[config.mk]
export PLATFORM = sky130hd
export DESIGN_NAME = ste_bin2bcd
export DESIGN_NICKNAME = d
export VERILOG_FILES = /design/src/rtl/ste_bin2bcd.sv
export SDC_FILE = /design/constraint.sdc
export NUM_CORES = 1
export LEC_CHECK = 0
export CORE_MARGIN = 4
export CORE_UTILIZATION = 55
export CTS_BUF_LIST = sky130_fd_sc_hd__clkbuf_16
export CTS_CLUSTER_SIZE = 16
export DETAILED_ROUTE_END_ITERATION = 12
export GPL_TIMING_DRIVEN = 0
export PLACE_DENSITY_LB_ADDON = 0.25
export SETUP_SLACK_MARGIN = 0.2
export SLEW_MARGIN = 20
export SYNTH_ARGS = -nofsm -noshare
export SYNTH_HDL_FRONTEND = slang
export SYNTH_SLANG_ARGS = --single-unit
[constraint.sdc]
create_clock -name clk -period 4.3 [get_ports clk]
set_input_delay 0.86 -clock clk [delete_from_list [all_inputs] [get_ports clk]]
set_output_delay 0.86 -clock clk [all_outputs]
set_load 0.05 [all_outputs]
[src/rtl/ste_bin2bcd.sv]
// Iterative double-dabble binary-to-BCD converter, one bit per clock.
// One-deep pending buffer keeps the newest sample that arrives mid-conversion.
module ste_bin2bcd #(
  parameter int DATA_W = 16,
  parameter int DIGITS = 5
) (
  input  logic                         clk,
  input  logic                         rst_n,
  input  logic [DATA_W-1:0]            din_i,
  input  logic                         din_update_i,
  input  logic                         clr_i,
  output logic [4*DIGITS-1:0]          bcd_o,
  output logic [$clog2(DIGITS+1)-1:0]  nz_digits_o,
  output logic                         overflow_o,
  output logic                         bcd_valid_o,
  output logic                         busy_o
);

  localparam int SCR_W = 4 * DIGITS;
  localparam int NZ_W  = $clog2(DIGITS + 1);
  localparam int CNT_W = $clog2(DATA_W + 1);

  typedef enum logic [1:0] {
    IDLE  = 2'd0,
    SHIFT = 2'd1,
    DONE  = 2'd2
  } state_e;

  state_e state_q;
  state_e state_d;

  logic [DATA_W-1:0] bin_q;
  logic [SCR_W-1:0]  scr_q;
  logic [CNT_W-1:0]  cnt_q;
  logic              sov_q;
  logic [DATA_W-1:0] pend_q;
  logic              pend_v_q;

  logic              last;
  logic              load_new;
  logic              load_pend;
  logic              do_shift;
  logic              do_done;
  logic              pend_wr;
  logic              pend_clr;

  logic [SCR_W-1:0]  scr_adj;
  logic [SCR_W-1:0]  res;
  logic [NZ_W-1:0]   nz_nx;
  logic [DATA_W-1:0] src;

  assign last   = (cnt_q == CNT_W'(DATA_W - 1));
  assign busy_o = (state_q != IDLE);

  always_ff @(posedge clk or negedge rst_n) begin
    if (!rst_n) begin
      state_q <= IDLE;
    end else begin
      state_q <= state_d;
    end
  end

  always_comb begin
    state_d = state_q;
    if (clr_i) begin
      state_d = IDLE;
    end else begin
      unique case (state_q)
        IDLE: begin
          if (din_update_i) begin
            state_d = SHIFT;
          end
        end
        SHIFT: begin
          if (last) begin
            state_d = DONE;
          end
        end
        DONE: begin
          if (din_update_i || pend_v_q) begin
            state_d = SHIFT;
          end else begin
            state_d = IDLE;
          end
        end
        default: state_d = IDLE;
      endcase
    end
  end

  always_comb begin
    load_new  = 1'b0;
    load_pend = 1'b0;
    do_shift  = 1'b0;
    do_done   = 1'b0;
    pend_wr   = 1'b0;
    pend_clr  = 1'b0;
    if (clr_i) begin
      pend_clr = 1'b1;
    end else begin
      unique case (state_q)
        IDLE: begin
          load_new = din_update_i;
        end
        SHIFT: begin
          do_shift = 1'b1;
          pend_wr  = din_update_i;
        end
        DONE: begin
          do_done = 1'b1;
          if (din_update_i) begin
            load_new = 1'b1;
            pend_clr = 1'b1;
          end else if (pend_v_q) begin
            load_pend = 1'b1;
            pend_clr  = 1'b1;
          end
        end
        default: ;
      endcase
    end
  end

  // Per-nibble add-3; no carry crosses a digit boundary.
  always_comb begin
    scr_adj = '0;
    for (int k = 0; k < DIGITS; k++) begin
      if (scr_q[4*k +: 4] >= 4'd5) begin
        scr_adj[4*k +: 4] = scr_q[4*k +: 4] + 4'd3;
      end else begin
        scr_adj[4*k +: 4] = scr_q[4*k +: 4];
      end
    end
  end

  assign res = sov_q ? {DIGITS{4'h9}} : scr_q;
  assign src = load_pend ? pend_q : din_i;

  always_comb begin
    nz_nx = NZ_W'(1);
    for (int k = 0; k < DIGITS; k++) begin
      if (res[4*k +: 4] != 4'd0) begin
        nz_nx = NZ_W'(k + 1);
      end
    end
  end

  always_ff @(posedge clk or negedge rst_n) begin
    if (!rst_n) begin
      bin_q <= '0;
      scr_q <= '0;
      cnt_q <= '0;
      sov_q <= 1'b0;
    end else if (load_new || load_pend) begin
      bin_q <= src;
      scr_q <= '0;
      cnt_q <= '0;
      sov_q <= 1'b0;
    end else if (do_shift) begin
      {scr_q, bin_q} <= {scr_adj[SCR_W-2:0], bin_q, 1'b0};
      cnt_q          <= cnt_q + CNT_W'(1);
      if (scr_adj[SCR_W-1]) begin
        sov_q <= 1'b1;
      end
    end
  end

  always_ff @(posedge clk or negedge rst_n) begin
    if (!rst_n) begin
      pend_q   <= '0;
      pend_v_q <= 1'b0;
    end else if (pend_clr) begin
      pend_v_q <= 1'b0;
    end else if (pend_wr) begin
      pend_q   <= din_i;
      pend_v_q <= 1'b1;
    end
  end

  always_ff @(posedge clk or negedge rst_n) begin
    if (!rst_n) begin
      bcd_o       <= '0;
      nz_digits_o <= NZ_W'(1);
      overflow_o  <= 1'b0;
      bcd_valid_o <= 1'b0;
    end else if (clr_i) begin
      bcd_o       <= '0;
      nz_digits_o <= NZ_W'(1);
      overflow_o  <= 1'b0;
      bcd_valid_o <= 1'b0;
    end else if (do_done) begin
      bcd_o       <= res;
      nz_digits_o <= nz_nx;
      overflow_o  <= sov_q;
      bcd_valid_o <= 1'b1;
    end else begin
      bcd_valid_o <= 1'b0;
    end
  end

endmodule

==> run_results.csv <==
group,metric,value,unit
status,status,"finished clean",
timing,min_period_over_period,0.737,
clocking,cts.clk_slew.worst_paths,0.06,ns
timing,fmaxAchievable,316,MHz
die,ioPinCount,46,
yosys,synth.avg_cell_area,10.6,µm²
detailed_routing,firstDrtPassIters,5,
placed_design,dpl.hpwl,6.68,mm
timing,worstMarginPinSlew,0.647,ns
setup_path,ff2ff_path_depth,5,
yosys,synth_most_common_cell,"dfrtp_1",
pwr,p_comb_frac,0.154,
yosys,async_flop_share,1.00,
finish,ff_latch_area,2150,µm²
pwr,cellLeakagePower,2.18,nW
clocking,htreeDepth,3,
yosys,synth-edff-count,0,
timing,min_period,3.17,ns
grt,grt_pass1_vias,3282,
detailed_routing,routed_wl,9.56,mm
detailed_routing,antenna_left,0,
clocking,cts_tree,"built",
clocking,cts.sinks,86,
setup_path,cp.arrival,2.31,ns
yosys,synth_top_area_cell,"dfrtp_1",
timing,slew_viol_final,0,
timing,setup_tns,0,ns
die,start_util,0.564,
job,max_cap_viol_count,0,
yosys,synthTopCellsByArea,"dfrtp_1, o21ai_0, mux2_2, nand2_1, ha_1",
detailed_routing,wl_per_cell,17.5,µm
die,die_width,94.3,µm
finish,multi_input_area,1770,µm²
pwr,p_clk_frac,0.353,
yosys,ys_top_cells_by_count,"dfrtp_1, o21ai_0, nand2_1, a21oi_1",
timing,skew,0.00662,ns
grt,antenna_found_initial,0,
setup_path,critical_path_class,"flip-flop to output pin",
setup_path,path_max_fanout,10,
pwr,power.net_switching,560,µW
grt,grt_overflow_total,0,
pwr,p_int,1.44,mW
finish,syn_to_final_growth,21.2,%
clocking,clock_path_buffers,2,
placed_design,io_buffers,45,
setup_path,r2r-start,"state_q[1]",
placed_design,placed_area,4690,µm²
yosys,synthCells,385,
yosys,synth_warnings,0,
die,die_h,94.3,µm
die,rows,31,
detailed_routing,num_vias,3271,
setup_path,reg2reg_to,"bin_q[14]",
setup_path,crit_slowest_cell,"clkdlybuf4s50_1",
yosys,ys.flop_type,"dfrtp_1",
timing,finalHoldViolCount,0,
grt,track_usage,0.231,
finish,drive_above_1_share,0.123,
die,dieArea,8880,µm²
timing,slew_headroom,0.562,
grt,grt_pass1_wl,15.8,mm
placed_design,gp_congestion,0.822,
setup_path,end_kind,"output pin",
clocking,cts_made_buffers,9,
placed_design,dp_cells,530,
grt,grt_max_degree,56,
clocking,postCtsHoldBufs,0,
finish,diodes,0,
hold_path,hold_path_class,"input pin to asynchronous set/reset pin",
finish,design_area,4960,µm²
yosys,synth_seq_area_share,0.526,
detailed_routing,routed_via_density,5.99,
clocking,clk_latency,0.34,ns
detailed_routing,route.detailed.drc,0,
setup_path,crit_chain,"buf_4 > clkbuf_1 > or2_2 > clkdlybuf4s50_1",
pwr,swShare,0.280,
yosys,netlist_area,4090,µm²
clocking,postCtsSetupRepairBufs,0,
yosys,synth_top_cell_area_share,0.520,
pwr,ir_drop,0.289,mV
yosys,syn_nets,417,
setup_path,slowest_delay,0.80,ns
finish,n_fill_cell,559,
clocking,cts_resized,0,
pwr,seqPwrFrac,0.493,
clocking,clockRootBuffer,"clkbuf_16",
die,fp.coreArea,7250,µm²
yosys,ys_ff_latch,86,
setup_path,cp.required,3.44,ns
setup_path,critPathLaunchType,"flip-flop",
finish,fin_cells,546,
detailed_routing,drt_iter0_markers,169,
pwr,cellPowerDensity,403,nW/µm²
setup_path,r2r_slack,2.35,ns
yosys,ys_types,45,
timing,rsz0062_at_grt,"false",
timing,setup_violations,0,
finish,nNetsFinal,474,
[registers in the layout, indices dropped and copies added, names as in the netlist]
signal	count
cnt_q	5
state_q	2
pend_q	16
pend_v_q	1
scr_q	20
nz_digits_o	3
bcd_valid_o	1
bin_q	16
sov_q	1
bcd_o	20
overflow_o	1
[per-stage QoR]
step                      hold slack (ns)  total power, mW   util  setup slack (ns)
final                               0.462             2.00  0.684              1.13
after global routing                0.484             2.09  0.684              1.03
after CTS                           0.469             2.00  0.684              1.13
after detailed placement            0.456             1.30  0.647              1.41
after global placement              0.451             1.28  0.643            -0.674
after floorplan                     0.445             1.18      -              2.29
[worst max path at each step]
stage          cells past startpoint         start   endpoint
6_report                           4    state_q[0]     busy_o
5_1_grt                            4    state_q[0]     busy_o
4_1_cts                            4    state_q[0]     busy_o
3_5_place_dp                       5  din_update_i   bin_q[5]
3_3_place_gp                       1         rst_n  bin_q[13]
2_1_floorplan                      3    state_q[0]     busy_o
[cell type report]
| class | count | share of cell area |
|---|---|---|
| Sequential cell | 86 | 0.434 |
| Multi-Input combinational cell | 264 | 0.358 |
| Timing Repair Buffer | 46 | 0.0959 |
| Clock buffer | 9 | 0.0454 |
| Tap cell | 99 | 0.0250 |
| Buffer | 21 | 0.0227 |
| Inverter | 14 | 0.0106 |
| Clock inverter | 7 | 0.00833 |
[cell families after synthesis]
logic type               share of synthesized area
AO/OA/AOI/OAI                                0.212
XOR/XNOR                                    0.0128
adder cells (fa/ha/maj)                     0.0367
buffers and inverters                       0.0404
flip-flops                                   0.526
multiplexers                                0.0538
AND/OR/NAND/NOR                              0.118
[power by group through the flow]
stage	Combinational, mW	Clock [mW]	Sequential (mW)
2_1_floorplan	0.213	0	0.969
3_3_place_gp	0.288	0	0.989
3_5_place_dp	0.305	0	0.995
4_1_cts	0.307	0.708	0.981
5_1_grt	0.346	0.749	0.993
6_report	0.307	0.706	0.984
[critical path, delay by kind of cell, from the launching register on]
family | cells | cell delay, ns
buf+inv | 3 | 1.37
flops | 1 | 0.40
simple gates | 1 | 0.19
[layout by cell type (no fill, tap or decap), drive strengths merged, types with 2 or more instances in the layout]
cell type,Yosys,final
o21ai,60,60
xnor2,5,5
clkinvlp,0,2
ha,12,12
o31ai,5,5
nand2b,6,6
dfrtp,85,85
nor3b,7,7
or2,4,4
a21oi,19,19
mux2,16,16
nand2,44,44
a21o,2,2
inv,13,13
a221oi,15,15
a22o,16,16
o22ai,10,10
nor4b,3,3
mux2i,4,4
a221o,2,2
a32o,5,5
clkdlybuf4s50,0,44
clkbuf,8,17
clkinv,1,6
nor3,2,2
and3,2,2
nand3,2,2
nor2,13,13
buf,13,15
[per-layer routing]
metal	vias to the layer above	GRT usage	wire length, µm
met5	-	0	0
li1	1530	-	-
met4	0	0.0987	131
met1	1609	0.288	4040
met2	119	0.387	4820
met3	13	0.0497	569
Note: power is estimated with default switching activity, not from simulation.
